<file path="src/rtl/fc_pkg.sv">
// fc_pkg: shared types and widths for the fully connected layer scheduler
package fc_pkg;
    localparam int N_IN_DEF  = 128;
    localparam int N_OUT_DEF = 10;
    localparam int ACC_W     = 32;
    localparam int ACT_W     = 32;
    localparam int WGT_W     = 8;

    typedef enum logic [2:0] {
        IDLE,
        BIAS,
        ISSUE,
        DRAIN,
        WRITE,
        DONE
    } sched_state_t;
endpackage

</file>
<file path="src/rtl/fc_mac.sv">
// fc_mac: shared multiply-accumulate with bias load and one-cycle response alignment
module fc_mac
    import fc_pkg::*;
(
    input  logic                    clk,
    input  logic                    reset,
    input  logic                    load,
    input  logic                    fire,
    input  logic signed [ACC_W-1:0] bias_data,
    input  logic signed [ACT_W-1:0] act_data,
    input  logic signed [WGT_W-1:0] wgt_data,
    output logic signed [ACC_W-1:0] acc
);
    logic                    vld_q;
    logic                    ld_q;
    logic signed [ACC_W-1:0] acc_q;
    logic signed [ACC_W-1:0] acc_d;
    logic signed [ACC_W-1:0] wgt_ext;
    logic signed [ACC_W-1:0] prod;

    // Only the low 32 bits of the product survive, so a 32x32 multiply of the sign-extended weight is exact
    always_comb begin
        wgt_ext = {{(ACC_W-WGT_W){wgt_data[WGT_W-1]}}, wgt_data};
        prod    = act_data * wgt_ext;
        acc_d   = ld_q ? bias_data : vld_q ? acc_q + prod : acc_q;
    end

    // Memory data lands one cycle after the strobe, so both strobes are delayed to line up with it
    always_ff @(posedge clk) begin
        if (!reset) begin
            vld_q <= 1'b0;
            ld_q  <= 1'b0;
            acc_q <= '0;
        end else begin
            vld_q <= fire;
            ld_q  <= load;
            acc_q <= acc_d;
        end
    end

    assign acc = acc_q;
endmodule

</file>
<file path="src/rtl/fc_layer_sched.sv">
// fc_layer_sched: time-multiplexed FC layer scheduler; define FC_SCHED_ARGMAX_EN to add class_idx/class_vld argmax outputs
module fc_layer_sched
    import fc_pkg::*;
#(
    parameter int N_IN  = N_IN_DEF,
    parameter int N_OUT = N_OUT_DEF,
    parameter int W_AW  = 11,
    localparam int IW   = $clog2(N_IN),
    localparam int OW   = $clog2(N_OUT)
) (
    input  logic                    clk,
    input  logic                    reset,
    input  logic                    start,
    output logic                    busy,
    output logic                    done,
    output logic                    rd_req,
    input  logic                    rd_gnt,
    output logic [IW-1:0]           act_addr,
    output logic [W_AW-1:0]         wgt_addr,
    input  logic signed [ACT_W-1:0] act_data,
    input  logic signed [WGT_W-1:0] wgt_data,
    output logic                    bias_rd,
    output logic [OW-1:0]           bias_addr,
    input  logic signed [ACC_W-1:0] bias_data,
    output logic                    out_we,
    output logic [OW-1:0]           out_addr,
    output logic signed [ACC_W-1:0] out_data
`ifdef FC_SCHED_ARGMAX_EN
    ,
    output logic [OW-1:0]           class_idx,
    output logic                    class_vld
`endif
);
    sched_state_t          state_q, state_d;
    logic [OW-1:0]         ind_q, ind_d;
    logic [IW-1:0]         i_q, i_d;
    logic                  busy_q, done_q, rd_req_q, bias_rd_q, out_we_q;
    logic [IW-1:0]         act_addr_q;
    logic [W_AW-1:0]       wgt_addr_q;
    logic                  fire;
    logic signed [ACC_W-1:0] acc;

    assign fire = rd_req_q && rd_gnt;

    // Next-state logic: neuron index advances on WRITE, input index only on granted reads
    always_comb begin
        state_d = state_q;
        ind_d   = ind_q;
        i_d     = i_q;
        case (state_q)
            IDLE: begin
                if (start) begin
                    state_d = BIAS;
                    ind_d   = '0;
                end
            end
            BIAS: begin
                i_d     = '0;
                state_d = ISSUE;
            end
            ISSUE: begin
                if (fire) begin
                    if (i_q == IW'(N_IN - 1)) state_d = DRAIN;
                    else i_d = i_q + IW'(1);
                end
            end
            DRAIN: state_d = WRITE;
            WRITE: begin
                if (ind_q == OW'(N_OUT - 1)) begin
                    state_d = DONE;
                end else begin
                    ind_d   = ind_q + OW'(1);
                    state_d = BIAS;
                end
            end
            DONE:    state_d = IDLE;
            default: state_d = IDLE;
        endcase
    end

    // State, indices and strobes registered together so every output comes straight from a flop
    always_ff @(posedge clk) begin
        if (!reset) begin
            state_q    <= IDLE;
            ind_q      <= '0;
            i_q        <= '0;
            busy_q     <= 1'b0;
            done_q     <= 1'b0;
            rd_req_q   <= 1'b0;
            bias_rd_q  <= 1'b0;
            out_we_q   <= 1'b0;
            act_addr_q <= '0;
            wgt_addr_q <= '0;
        end else begin
            state_q    <= state_d;
            ind_q      <= ind_d;
            i_q        <= i_d;
            busy_q     <= state_d != IDLE;
            done_q     <= state_d == DONE;
            rd_req_q   <= state_d == ISSUE;
            bias_rd_q  <= state_d == BIAS;
            out_we_q   <= state_d == WRITE;
            act_addr_q <= i_d;
            wgt_addr_q <= W_AW'(ind_d) * W_AW'(N_IN) + W_AW'(i_d);
        end
    end

    fc_mac u_mac (
        .clk      (clk),
        .reset    (reset),
        .load     (bias_rd_q),
        .fire     (fire),
        .bias_data(bias_data),
        .act_data (act_data),
        .wgt_data (wgt_data),
        .acc      (acc)
    );

    assign busy      = busy_q;
    assign done      = done_q;
    assign rd_req    = rd_req_q;
    assign bias_rd   = bias_rd_q;
    assign out_we    = out_we_q;
    assign act_addr  = act_addr_q;
    assign wgt_addr  = wgt_addr_q;
    assign bias_addr = ind_q;
    assign out_addr  = ind_q;
    assign out_data  = acc;

`ifdef FC_SCHED_ARGMAX_EN
    logic signed [ACC_W-1:0] max_q, max_d;
    logic [OW-1:0]           best_q, best_d;
    logic [OW-1:0]           class_idx_q;
    logic                    class_vld_q;
    logic                    upd;

    // Strict greater-than keeps the lowest index on ties; neuron 0 always seeds the running max
    always_comb begin
        upd    = state_q == WRITE && (ind_q == '0 || acc > max_q);
        max_d  = upd ? acc : max_q;
        best_d = upd ? ind_q : best_q;
    end

    // Result is published on entry to DONE and invalidated by the next accepted start
    always_ff @(posedge clk) begin
        if (!reset) begin
            max_q       <= '0;
            best_q      <= '0;
            class_idx_q <= '0;
            class_vld_q <= 1'b0;
        end else begin
            max_q       <= max_d;
            best_q      <= best_d;
            class_idx_q <= state_d == DONE ? best_d : class_idx_q;
            class_vld_q <= state_d == DONE ? 1'b1 : (state_q == IDLE && start) ? 1'b0 : class_vld_q;
        end
    end

    assign class_idx = class_idx_q;
    assign class_vld = class_vld_q;
`endif
endmodule

</file>
<file path="config.mk">
export PLATFORM = sky130hd
export DESIGN_NAME = fc_layer_sched
export DESIGN_NICKNAME = d
export VERILOG_FILES = /design/src/rtl/fc_pkg.sv /design/src/rtl/fc_mac.sv /design/src/rtl/fc_layer_sched.sv
export SDC_FILE = /design/constraint.sdc
export NUM_CORES = 1
export LEC_CHECK = 0
export CAP_MARGIN = 20
export CORE_MARGIN = 1
export CORE_UTILIZATION = 50
export CTS_CLUSTER_SIZE = 10
export DETAILED_ROUTE_END_ITERATION = 16
export PLACE_DENSITY_LB_ADDON = 0.12
export SYNTH_ARGS = -nofsm -noshare
export SYNTH_HDL_FRONTEND = slang
export SYNTH_SLANG_ARGS = --single-unit
</file>
<file path="constraint.sdc">
create_clock -name clk -period 5.5 [get_ports clk]
set_input_delay 0.55 -clock clk [delete_from_list [all_inputs] [get_ports clk]]
set_output_delay 0.55 -clock clk [all_outputs]
set_load 0.01 [all_outputs]
</file>
==> reports/summary.txt <==
Hpwl dp: 22200 um
Run status: finished clean
Placed insts: 1562
Yosys synthesis warning count: 0
CP Data Arrival Time: 5590 ps
Final hold violation count: 0
Part of the cycle the worst path needs: 0.9738
Hold EP: u_mac.ld_q
Non-Filler Instances: 1584
First-pass GRT wire length: 44770 um
Pwr per Cell Area: 521.8 nW/um2
IO Count: 139
Cell taking the most area after synthesis: fa_1
DR pass1 iterations: 5
Worst hold stages: 1
Ys flop type: dfxtp_1
Sink Count: 53
Layout fillers: 1619
PortBufs: 138
Initial antenna violation count: 0
Clock Root Buffer: clkbuf_16
Via total after detailed routing: 8373
Grt ovf: 0
Routability congestion estimate from global placement: 0.9123
Worst reg2reg path endpoint: u_mac.acc[21]
Final net count: 1656
Ant diodes: 0
Commonest non-fill, non-tap cell in the layout: fa_1
Relative slew slack: 0.4720
Power, Total: 6643 uW
Synth area leaders: fa_1 (38%), dfxtp_1 (11%), ha_1 (8.9%)
Antenna-violating nets left: 0
Number of synthesized register bits: 53
Pin count of the biggest net entering global routing: 44
Die width: 142.3 um
Fmax: 186.7 MHz
H-tree depth: 2
Max VDD drop: 0.0003728 V
Initial core utilization: 0.5175
# rows: 50
Actual slew at the worst max-slew pin: 787.2 ps
Max cap viols: 0
Ratio of cells with drive above 1 in the final layout: 0.1299
Startpoint Class: primary input
# DRC: 0
Synth unique cells: 61
DR vias/cell: 5.286
Buffer depth of the longest clock path: 2
Avg Cell Area, Syn: 8.907 um2
Total CTS buffers: 5
CP max FO: 8
Synthesized area: 9842 um2
Final min period: 5356 ps
Vias in the first global route: 8858
Post-Syn Nets: 1438
R2R depth: 19
Most frequent cells in the layout: fa_1 (186), inv_1 (143), nand2_1 (131), and2_1 (129), clkdlybuf4s50_1 (119)
Reg clk slew, reported paths: 90 ps
Seq/Total Area, Yosys: 0.1078
Cells after Synth: 1105
Initial DRC count: 430
Leak pwr: 0.005917 uW
Global Route Usage Sum: 0.2879
Setup-failing EPs final: 0
Hold_sp: bias_rd
Die height: 142.3 um
Area delta synth->final: 29.34%
Crit path capture type: register
WL final: 27510 um
CORE AREA: 19020 um2
Die area: 20250 um2
Launch point of the worst reg-to-reg path: u_mac.acc[6]
Internal reg-to-reg setup slack: 450 ps
Post-DR wirelength/cell: 17.37 um
CTS tree: done
Worst-case clock skew: 9.410 ps
Share of the synthesized area in the top cell type: 0.3804
Post-synth EDFFs: 0
Fraction of registers with async set/reset: 0
Kind of critical path: primary input to register
Clk_lat worst skew: 310 ps
Fin. max-slew vios: 0
Required @ worst endpoint: 5740 ps
Min-Delay Path Class: register to register
==> per-stage QoR <==
stage | setup slack (ps) | hold slack, ps | TNS, ps | instance area (um2) | util
2_1_floorplan | 90.38 | 503.9 | 0 | 9842 | -
3_3_place_gp | -347.3 | 510.1 | -3895 | 12260 | 0.6444
3_5_place_dp | -485.3 | 495.9 | -5697 | 12260 | 0.6444
4_1_cts | -3.566 | 519.2 | -3.566 | 12590 | 0.6621
5_1_grt | -31.72 | 555.7 | -57.74 | 12730 | 0.6693
6_report | 143.8 | 522.3 | 0 | 12730 | 0.6693
==> layer usage <==
metal  wire length, um  global-route usage
met1             11770              0.3794
met2             13370              0.4941
met3              1772             0.04475
met4               600             0.07357
met5                 0                   0
==> final cells by class <==
type | count | area, um2 | share of cell area
inverter | 146 | 548.0 | 0.04305
sequential | 53 | 1061 | 0.08335
timing repair buffer | 267 | 2529 | 0.1986
clock buffer | 5 | 125.1 | 0.009829
tap | 260 | 325.3 | 0.02556
clock inverter | 3 | 28.78 | 0.002261
multi-input combinational | 850 | 8113 | 0.6373
==> cell usage after synthesis, types with 3 or more instances <==
master / number
dfxtp_1: 53
o21ai_1: 5
nand3b_1: 3
nor2b_1: 7
and3_1: 7
nor3_1: 6
inv_1: 144
nand4_1: 4
a311oi_1: 3
buf_4: 15
o211ai_1: 5
ha_1: 70
a211oi_1: 5
clkbuf_1: 36
nand2b_1: 8
fa_1: 187
xor2_1: 11
o21a_1: 3
nor2_1: 61
a41oi_1: 3
o21bai_1: 3
mux2i_1: 8
a31oi_1: 5
o21ai_0: 40
and2_1: 130
nand3_1: 14
a21o_1: 10
xnor2_1: 24
buf_1: 3
a21oi_1: 65
nand2_1: 131
==> power by group <==
group	leakage, uW	total, uW	switching (uW)	internal (uW)
clock	0.0000763	353	178	176
sequential	0.000430	436	25.4	411
combinational	0.00541	5850	2880	2970
total	0.00592	6640	3080	3560
==> what timing repair did <==
item / in CTS / in global routing
cloned: 1 / 1
setup buffers: 8 / 4
endpoints found under the setup margin: 11 / 17
hold buffers: 0 / 0
pin swaps: 12 / 26
resized for setup: 19 / 34
==> how the worst max path moves through the flow <==
stage,from,end,cells after the start
global route,wgt_data[2],u_mac.acc[21],19
CTS,wgt_data[5],u_mac.acc[21],19
floorplan,wgt_data[3],u_mac.acc[21],19
global placement,wgt_data[0],u_mac.acc[21],21
detailed placement,wgt_data[0],u_mac.acc[21],21
finish,wgt_data[2],u_mac.acc[21],19
==> critical path, cell delays in order <==
cell and delay [ps]:
dlygate4sd2_1 260, buf_12 140, buf_4 160, and2_1 160, fa_2 400, fa_1 500, fa_1 610, fa_1 440
fa_1 550, ha_4 220, o21ai_1 90, o21ai_1 100, a31oi_2 190, o211ai_2 120, a41oi_2 280, nor2b_1 80
o21ai_1 200, mux2_4 330, a211oi_2 210
==> logic make-up (layout without fill, tap and decap cells) <==
group,Yosys count,after routing,synth area share
xor+xnor,35,35,0.03115
fa+ha+maj,257,257,0.4694
flops,53,53,0.1078
compound gates,167,167,0.1058
buf+inv,202,421,0.08302
simple gates,381,381,0.1925
mux,10,10,0.01042
(Power assumes the default switching activity.)
